`src/rtl/uart_rx_fifo.sv`:
```
// Receive-side byte buffer: drains the UART receiver holding register into a circular FIFO
// and re-presents a ready/data/ack interface to the CPU.
// Latency: a byte captured at edge E is on out_data/out_ready, and in_ack is high, in cycle E+1.
// Backpressure: none toward the UART line; a byte arriving while full is dropped and counted.
//
// Ports:
//   clk, rst_n          clock, asynchronous active-low reset
//   in_ready/in_data    receiver holding register (level, held until acked)
//   in_ack              one-cycle pulse per captured byte (accepted or dropped)
//   out_ready/out_data  FIFO non-empty / head byte (0 when empty)
//   out_ack             each high cycle pops one byte; ignored when empty
//   level, full         occupancy 0..2**ADDR_W, full flag
//   overrun, drop_cnt   sticky drop flag, saturating drop count
//   clr_ovr             synchronous clear of overrun/drop_cnt (a same-edge drop wins)
module uart_rx_fifo #(
   parameter int DATA_W = 8,
   parameter int ADDR_W = 4
) (
   input  logic              clk,
   input  logic              rst_n,
   input  logic              in_ready,
   input  logic [DATA_W-1:0] in_data,
   output logic              in_ack,
   output logic              out_ready,
   output logic [DATA_W-1:0] out_data,
   input  logic              out_ack,
   output logic [ADDR_W:0]   level,
   output logic              full,
   output logic              overrun,
   output logic [7:0]        drop_cnt,
   input  logic              clr_ovr
);

   localparam logic [ADDR_W:0] DEPTH = {1'b1, {ADDR_W{1'b0}}};

   typedef enum logic [1:0] {
      IDLE   = 2'd0,
      ACK    = 2'd1,
      SETTLE = 2'd2
   } state_t;

   state_t              state_q;
   logic                in_ack_q;
   logic [ADDR_W-1:0]   wr_ptr_q, rd_ptr_q;
   logic [ADDR_W:0]     level_q, level_d;
   logic                overrun_q, overrun_d;
   logic [7:0]          drop_cnt_q, drop_cnt_d;
   logic [DATA_W-1:0]   mem [2**ADDR_W];

   logic full_w, capture, push, drop, pop;

   // full is taken from the registered level, so a capture on a popping edge
   // while full is still a drop.
   assign full_w  = (level_q == DEPTH);
   assign capture = (state_q == IDLE) && in_ready;
   assign push    = capture && !full_w;
   assign drop    = capture && full_w;
   assign pop     = out_ack && (level_q != '0);

   always_comb begin
      level_d = level_q;
      case ({push, pop})
         2'b10:   level_d = level_q + 1'b1;
         2'b01:   level_d = level_q - 1'b1;
         default: level_d = level_q;
      endcase

      overrun_d  = overrun_q;
      drop_cnt_d = drop_cnt_q;
      if (drop) begin
         overrun_d = 1'b1;
         if (clr_ovr)
            drop_cnt_d = 8'd1;
         else if (drop_cnt_q != 8'hFF)
            drop_cnt_d = drop_cnt_q + 8'd1;
      end else if (clr_ovr) begin
         overrun_d  = 1'b0;
         drop_cnt_d = 8'd0;
      end
   end

   // Handshake FSM: SETTLE waits for in_ready to fall so one byte is never captured twice.
   always_ff @(posedge clk or negedge rst_n) begin
      if (!rst_n) begin
         state_q  <= IDLE;
         in_ack_q <= 1'b0;
      end else begin
         case (state_q)
            IDLE: begin
               in_ack_q <= 1'b0;
               if (in_ready) begin
                  state_q  <= ACK;
                  in_ack_q <= 1'b1;
               end
            end
            ACK: begin
               state_q  <= SETTLE;
               in_ack_q <= 1'b0;
            end
            SETTLE: begin
               in_ack_q <= 1'b0;
               if (!in_ready)
                  state_q <= IDLE;
            end
            default: begin
               state_q  <= IDLE;
               in_ack_q <= 1'b0;
            end
         endcase
      end
   end

   always_ff @(posedge clk or negedge rst_n) begin
      if (!rst_n) begin
         wr_ptr_q   <= '0;
         rd_ptr_q   <= '0;
         level_q    <= '0;
         overrun_q  <= 1'b0;
         drop_cnt_q <= 8'd0;
      end else begin
         if (push) wr_ptr_q <= wr_ptr_q + 1'b1;
         if (pop)  rd_ptr_q <= rd_ptr_q + 1'b1;
         level_q    <= level_d;
         overrun_q  <= overrun_d;
         drop_cnt_q <= drop_cnt_d;
      end
   end

   // Storage is deliberately not reset; empty reads are masked to zero below.
   always_ff @(posedge clk) begin
      if (push)
         mem[wr_ptr_q] <= in_data;
   end

   assign in_ack    = in_ack_q;
   assign out_ready = (level_q != '0);
   assign out_data  = (level_q != '0) ? mem[rd_ptr_q] : '0;
   assign level     = level_q;
   assign full      = full_w;
   assign overrun   = overrun_q;
   assign drop_cnt  = drop_cnt_q;

endmodule

```
`config.mk`:
```
export PLATFORM = sky130hd
export DESIGN_NAME = uart_rx_fifo
export DESIGN_NICKNAME = d
export VERILOG_FILES = /design/src/rtl/uart_rx_fifo.sv
export SDC_FILE = /design/constraint.sdc
export NUM_CORES = 1
export LEC_CHECK = 0
export ABC_AREA = 1
export BUFFER_PORTS_ARGS = -buffer_cell sky130_fd_sc_hd__buf_2
export CAP_MARGIN = 20
export CORE_MARGIN = 2
export CORE_UTILIZATION = 60
export CTS_CLUSTER_DIAMETER = 120
export DETAILED_ROUTE_END_ITERATION = 10
export PLACE_DENSITY = 0.79
export SETUP_SLACK_MARGIN = 0.02
export SLEW_MARGIN = 15
export SYNTH_ARGS = -nofsm -noshare
export SYNTH_HDL_FRONTEND = slang
export SYNTH_SLANG_ARGS = --single-unit
```
`constraint.sdc`:
```
create_clock -name clk -period 2.5 [get_ports clk]
set_input_delay 0.125 -clock clk [delete_from_list [all_inputs] [get_ports clk]]
set_output_delay 0.125 -clock clk [all_outputs]
set_load 0.005 [all_outputs]
```
* Word level (Yosys, flattened, before mapping) *
Memories as Yosys holds them, arrays and structs flattened.
Cells that the tools add are included.

operators by class
  $add $sub $neg = 5
  equality and inequality tests = 8
  muxes and demuxes = 15
  reduce and logical (&&, ||, !) cells = 12

operators by type and width
  cell                                                                number
  8-bit 2-to-1 mux                                                    5
  5-bit one-hot mux with 2 select lines                               1
  4-bit by 1-bit adder with 4-bit output, second input constant       2
  8-bit by 1-bit adder with 8-bit output, second input constant       1
  8-bit inequality test, second input constant                        1
  1-bit 2-to-1 mux                                                    6
  2-bit one-hot mux with 3 select lines                               1
  2-bit nonzero test                                                  3
  5-bit by 1-bit adder with 5-bit output, second input constant       1
  5-bit == test, second input constant                                1
  5-bit nonzero test                                                  1
  5-bit by 1-bit subtractor with 5-bit output, second input constant  1
  2-bit by 1-bit == test with 1-bit output, second input constant     2
  2-bit == test, second input constant                                2
  1-bit logical AND                                                   4
  2-bit 2-to-1 mux                                                    2
  2-bit inequality test, second input constant                        2
  2-bit AND reduction                                                 2
  2-bit zero test                                                     1
  1-bit zero test                                                     1

word-level totals
  register bits after elaboration = 25
  bits in writable memories = 128
  input bits = 13
  output and inout bits = 25
  logic and storage cells = 48
  memories = 1

memory list
  memory  depth  bits a word  read ports  clocked after memory_dff  wr ports  RTL line  text
  mem     16     8            1           0                         1         48        logic [DATA_W-1:0] mem [2**ADDR_W];

* Logic depth before layout (Yosys ltp) *
  depth in word-level cells = 5
  mapped depth = 15
  mapped depth without buffers = 15

* Least setup slack after synthesis *
No wires, ideal clock.

  kind = flip-flop to flip-flop
  start = register level_q[2] (netlist: level[2])
  end = register level_q[4] (netlist: level[4])
  data arrival time = 2.085 ns
  slack = 0.298 ns
  cell stages (with the launch flop) = 15
  buffers on the path = 0
  period minus slack after synthesis = 2.202 ns
  cell sequence = dfrtp_1 > nor2_2 > nand3_2 > nor2_4 > inv_2 > nand2_2 > inv_2 > ha_1 > xor2_1 > ha_1 > a21o_1 > nand3_1 > nand3_1 > nand3_1 > nand2_1

RTL lines
  item                                                                         RTL line  text
  start, declared                                                              45        logic [ADDR_W:0] level_q, level_d;
  start signal, assigned                                                       123       level_q <= level_d;
  5-bit nonzero test (*)                                                       n/a
  via out_ready                                                                24        output logic out_ready,
  1-bit logical AND (*)                                                        58        assign pop = out_ack && (level_q != '0);
  via pop                                                                      50        logic full_w, capture, push, drop, pop;
  2-bit by 1-bit == test with 1-bit output or 2-bit == test (tied branches)    62        case ({push, pop})
  5-bit one-hot mux with 2 select lines or 2-bit nonzero test (tied branches)  n/a

Mark *: on every way through the listed nets, which the timed path passes. The rest lies on a longest branch.
A chain may end at the register's enable or synchronous reset.

* Worst setup path in the final report *
  start = register rd_ptr_q[0]
  end = output out_data[6]

between the ends
  cells in the longest elaborated chain, start to end = 2

RTL lines
  item                    RTL line  text
  start, declared         44        logic [ADDR_W-1:0] wr_ptr_q, rd_ptr_q;
  start signal, assigned  122       if (pop) rd_ptr_q <= rd_ptr_q + 1'b1;
  memory read 16 x 8 bit  n/a
  8-bit 2-to-1 mux        137       assign out_data = (level_q != '0) ? mem[rd_ptr_q] : '0;
  end, declared           25        output logic [DATA_W-1:0] out_data,

Every way passes these cells.

==> impl_results.md <==
* Status: finished clean
* Mux share of post-synthesis cell area at 0%
* Post-synthesis instance total at between 600 and 700
* Layout Skew at just under 6 ps
* Die footprint at roughly 12,000 sq um
* Post-synthesis compound-gate area fraction at roughly 1.9%
* Net load switching power at 0.00317 W
* Depth of the worst hold-timing path at 1
* Met3 layer usage reported by global route at around 5.6%
* Area overhead of the layout relative to synthesis at 15.4%
* Vert. Die Dim at approximately 110 um
* Share of synthesized cell area in and, or, nand and nor gates at 23.6%
* Most frequent CP cell: sky130_fd_sc_hd__nand2_1
* End point of the worst hold path: mem[13][4]
* Total of fill cells in the finished design at about 720
* Net count after synthesis at ~640
* Site row count at 38
* CTS tree: built
* First-pass GRT wire length at 23,300 um
* Largest area contributor in the synthesized netlist: sky130_fd_sc_hd__edfxtp_1
* Mean area per synthesized cell at around 11 sq um
* Number of antenna violations at the first check in global routing at 0
* Count of final max-slew check failures at 0
* Max_slew headroom at a little over half
* List of cells traversed by the critical path: inv_2 > buf_6 > nand2_1 > nand3_1 > nand3_1 > nand2_1 > nand2_1 > a21oi_1 > buf_2
* Hold Path Origin: in_data[4]
* Grt total ovfl at 0
* Top cells by area, synth: sky130_fd_sc_hd__edfxtp_1 (58%), sky130_fd_sc_hd__nand2_1 (12%), sky130_fd_sc_hd__dfrtp_1 (9.4%)
* Worst r2r path cells at 12
* Kind of start point of the critical path: flip-flop
* Total power density per cell area at 1130 nW/um^2
* Ys async rst share at between 10% and 20%
* Critical-path cell with the highest stage delay: sky130_fd_sc_hd__dfrtp_2
* Ys flop type: sky130_fd_sc_hd__edfxtp_1
* Worst Setup Path Type: reg -> out
* Actual transition at the worst max-transition pin at between 600 and 700 ps
* Maximum achievable frequency at 0.423 GHz
* Worst-skew pair later-pin latency at between 500 and 600 ps
* Max_cap viols at 0
* Port buffer count at 37
* Largest stage delay on the critical path at approximately 430 ps
* Final period util at 94.6%
* Iteration-0 DRC Markers at 448
* Comb pwr share at approximately a third
* Number of vias in the routed layout at around 4,700
* # setup viols final at 0
* Die width at 109 um
* Number of nets with antenna violations after routing at 0
* Critical path fanouts, max at 23
* Share of Yosys cell area claimed by the top area cell type at between 50% and 60%
* Worst Path Buf+Inv at 3
* Max Root-Sink Buffers at 2
* Standard cell core area at 10,800 sq um
* Int Pwr at 0.00554 W
* Reg-to-reg critical path startpoint: level[2]
* Met2 GRT Util at 42.8%
* Share of cells above drive strength 1 at approximately 15%
* Aggregate global-route resource usage at 26.9%
* CP required at 2380 ps
* Via count normalized by instance count at roughly 5.7
* Mean routed wirelength per cell at 18.0 um
* Aggregate negative setup slack at 0 ps
* Kind of cell adding the most delay to the critical path: buffers and inverters
* Xor and xnor fraction of the mapped netlist area at under 10%
* CTS sink count at ~150
* FF-to-FF setup slack at about 200 ps
* Number of register bits inferred by synthesis at 153
* Clock H-tree levels at 4
* Diodes inserted at 0
* Seq pwr share at between 30% and 40%
* Final critical-path required period at ~2400 ps
* Endpoint arrival time on the critical path at roughly 2200 ps
* Final weighted congestion in routability-driven placement at ~0.84
* Clock-pin transition on the worst setup and hold timing paths at roughly 70 ps
* Fraction of the yosys area taken by sequential cells at 67.2%
* IR drop worst, VDD at between 0.6 and 0.7 mV
* Peak-usage layer in the global routing report: met2
* Kind of end point of the critical path: primary output
* Ports placed on the boundary at 38
* Pin count of the biggest net entering global routing at 44
* DR pass1 iterations at 5
* Hold Violations, Final at 0
* Worst Hold Class: in -> reg
* Total cell area at the placement stage at around 7000 sq um
* HPWL after DPL at 9150 um
* Post-synth EDFFs at about 130
* Leak Pwr at around 3.1 nW
* Total clock buffers created by CTS at 17
* Root Buffer Master: sky130_fd_sc_hd__clkbuf_8
* Pwr Total at just under 0.009 W
* List of most frequent post-synthesis cells: sky130_fd_sc_hd__nand2_1 (206), sky130_fd_sc_hd__edfxtp_1 (128), sky130_fd_sc_hd__nand3_1 (119)
* Number of global-route vias before repair at 4,446
* DRC violations left at 0
* Mapped cell area at around 6600 sq um
* Fin nets at 693
* Setup repair after global routing missed its margin: yes
* Final standard cell count with taps included and fillers excluded at between 800 and 900
* Part of the total power dissipated in the clock network at 29.0%
* Final standard cell area without fillers at 7670 sq um
* Most instantiated library cell after synthesis: sky130_fd_sc_hd__nand2_1
* Reg2Reg Capture Point: level[4]
* Post-CTS setup-driven buffer insertion count at 0
* Post-route worst hold slack at between 20 and 25 ps
* Adder-cell share of the synthesized area at 1.88%
* Starting density of the core at between 60% and 70%
* Count of warnings emitted by yosys at 0
* Number of distinct standard cells referenced by the synthesized netlist at 28
* Largest family of logic cells by synthesized area: simple AND/OR/NAND/NOR gates
* Switching share of total power at between 30% and 40%
* Cells after DPL at 785
* Worst setup startpoint: rd_ptr_q[0]
* WL final at 14,800 um
* Global Route met1 Usage at between 30% and 40%
per-layer routing:
layer  up-vias  share of wire, %
li1       2217                 -
met2       179                49
met5         -                 0
met4         0               1.8
met3        28               7.6
met1      2278                42
worst register-to-register path, cell delays in order (launching register included):
cell	delay (ps)
sky130_fd_sc_hd__dfrtp_1	460
sky130_fd_sc_hd__nor2_2	200
sky130_fd_sc_hd__nand4_2	140
sky130_fd_sc_hd__nand2_1	220
sky130_fd_sc_hd__ha_2	290
sky130_fd_sc_hd__xor2_1	200
sky130_fd_sc_hd__ha_1	180
sky130_fd_sc_hd__a21o_1	120
sky130_fd_sc_hd__nand3_1	100
sky130_fd_sc_hd__nand2_1	100
sky130_fd_sc_hd__nand2_1	60
sky130_fd_sc_hd__nand3_1	70
sky130_fd_sc_hd__nand2_1	50
flip-flops by register name, indices dropped and copies added, names as in the netlist:
name,flops
drop_cnt,8
in_ack,1
level,5
mem,128
overrun,1
rd_ptr_q,4
state_q,2
wr_ptr_q,4
layout make-up:
type                    instances  area, sq um  area share, %
flip-flops and latches        153         4470           58.2
clock inverters                14          174           2.27
multi-input cells             407         1910           24.9
clock buffers                  18          418           5.45
inverters                      29          109           1.42
well taps                     140          175           2.28
repair buffers                 62          417           5.43
power by group through the flow:
stage,combinational [W],clock [W],sequential [W]
detailed placement,0.00289,0,0.00324
global placement,0.00280,0,0.00323
CTS,0.00294,0.00255,0.00320
global route,0.00333,0.00268,0.00322
finish,0.00297,0.00253,0.00321
floorplan,0.00207,0,0.00320
stage by stage:
| step | utilization (%) | setup WS (ps) |
|---|---|---|
| after CTS | 70.6 | 39.6 |
| after detailed placement | 64.7 | 239 |
| after floorplan | - | 298 |
| after global routing | 70.8 | 1.91 |
| final | 70.8 | 135 |
| after global placement | 64.7 | 289 |
logic make-up after synthesis:
family                   count (synthesis)
AO/OA/AOI/OAI                           24
XOR/XNOR                                10
adder cells (fa/ha/maj)                 10
buffers and inverters                   55
flip-flops                             153
AND/OR/NAND/NOR                        363
cell usage in the layout, fill, tap and decap left out, drive strengths merged, types with 2 or more instances in the layout:
cell type and instances:
o21ai 11, dlygate4sd3 6, clkbuf 18, edfxtp 128, bufinv 3, dfrtp 25
xor2 8, clkinvlp 3, a21oi 11, nor2 27, clkinv 8, buf 56
nand3 120, xnor2 2, nand4 4, nand2 211, ha 10, inv 29
how the worst max path moves through the flow:
stage,endpoint,depth (start not counted)
after floorplan,level[4],14
after global placement,level[4],14
after detailed placement,level[4],14
after CTS,out_data[6],9
after global routing,out_data[6],9
final,out_data[6],9
repair_timing:
item,CTS,global route
setup endpoints to repair,0,6
resized for setup,0,2
hold buffers,5,1
endpoints found under the hold margin,49,1
Note: power is estimated with default switching activity, not from simulation.
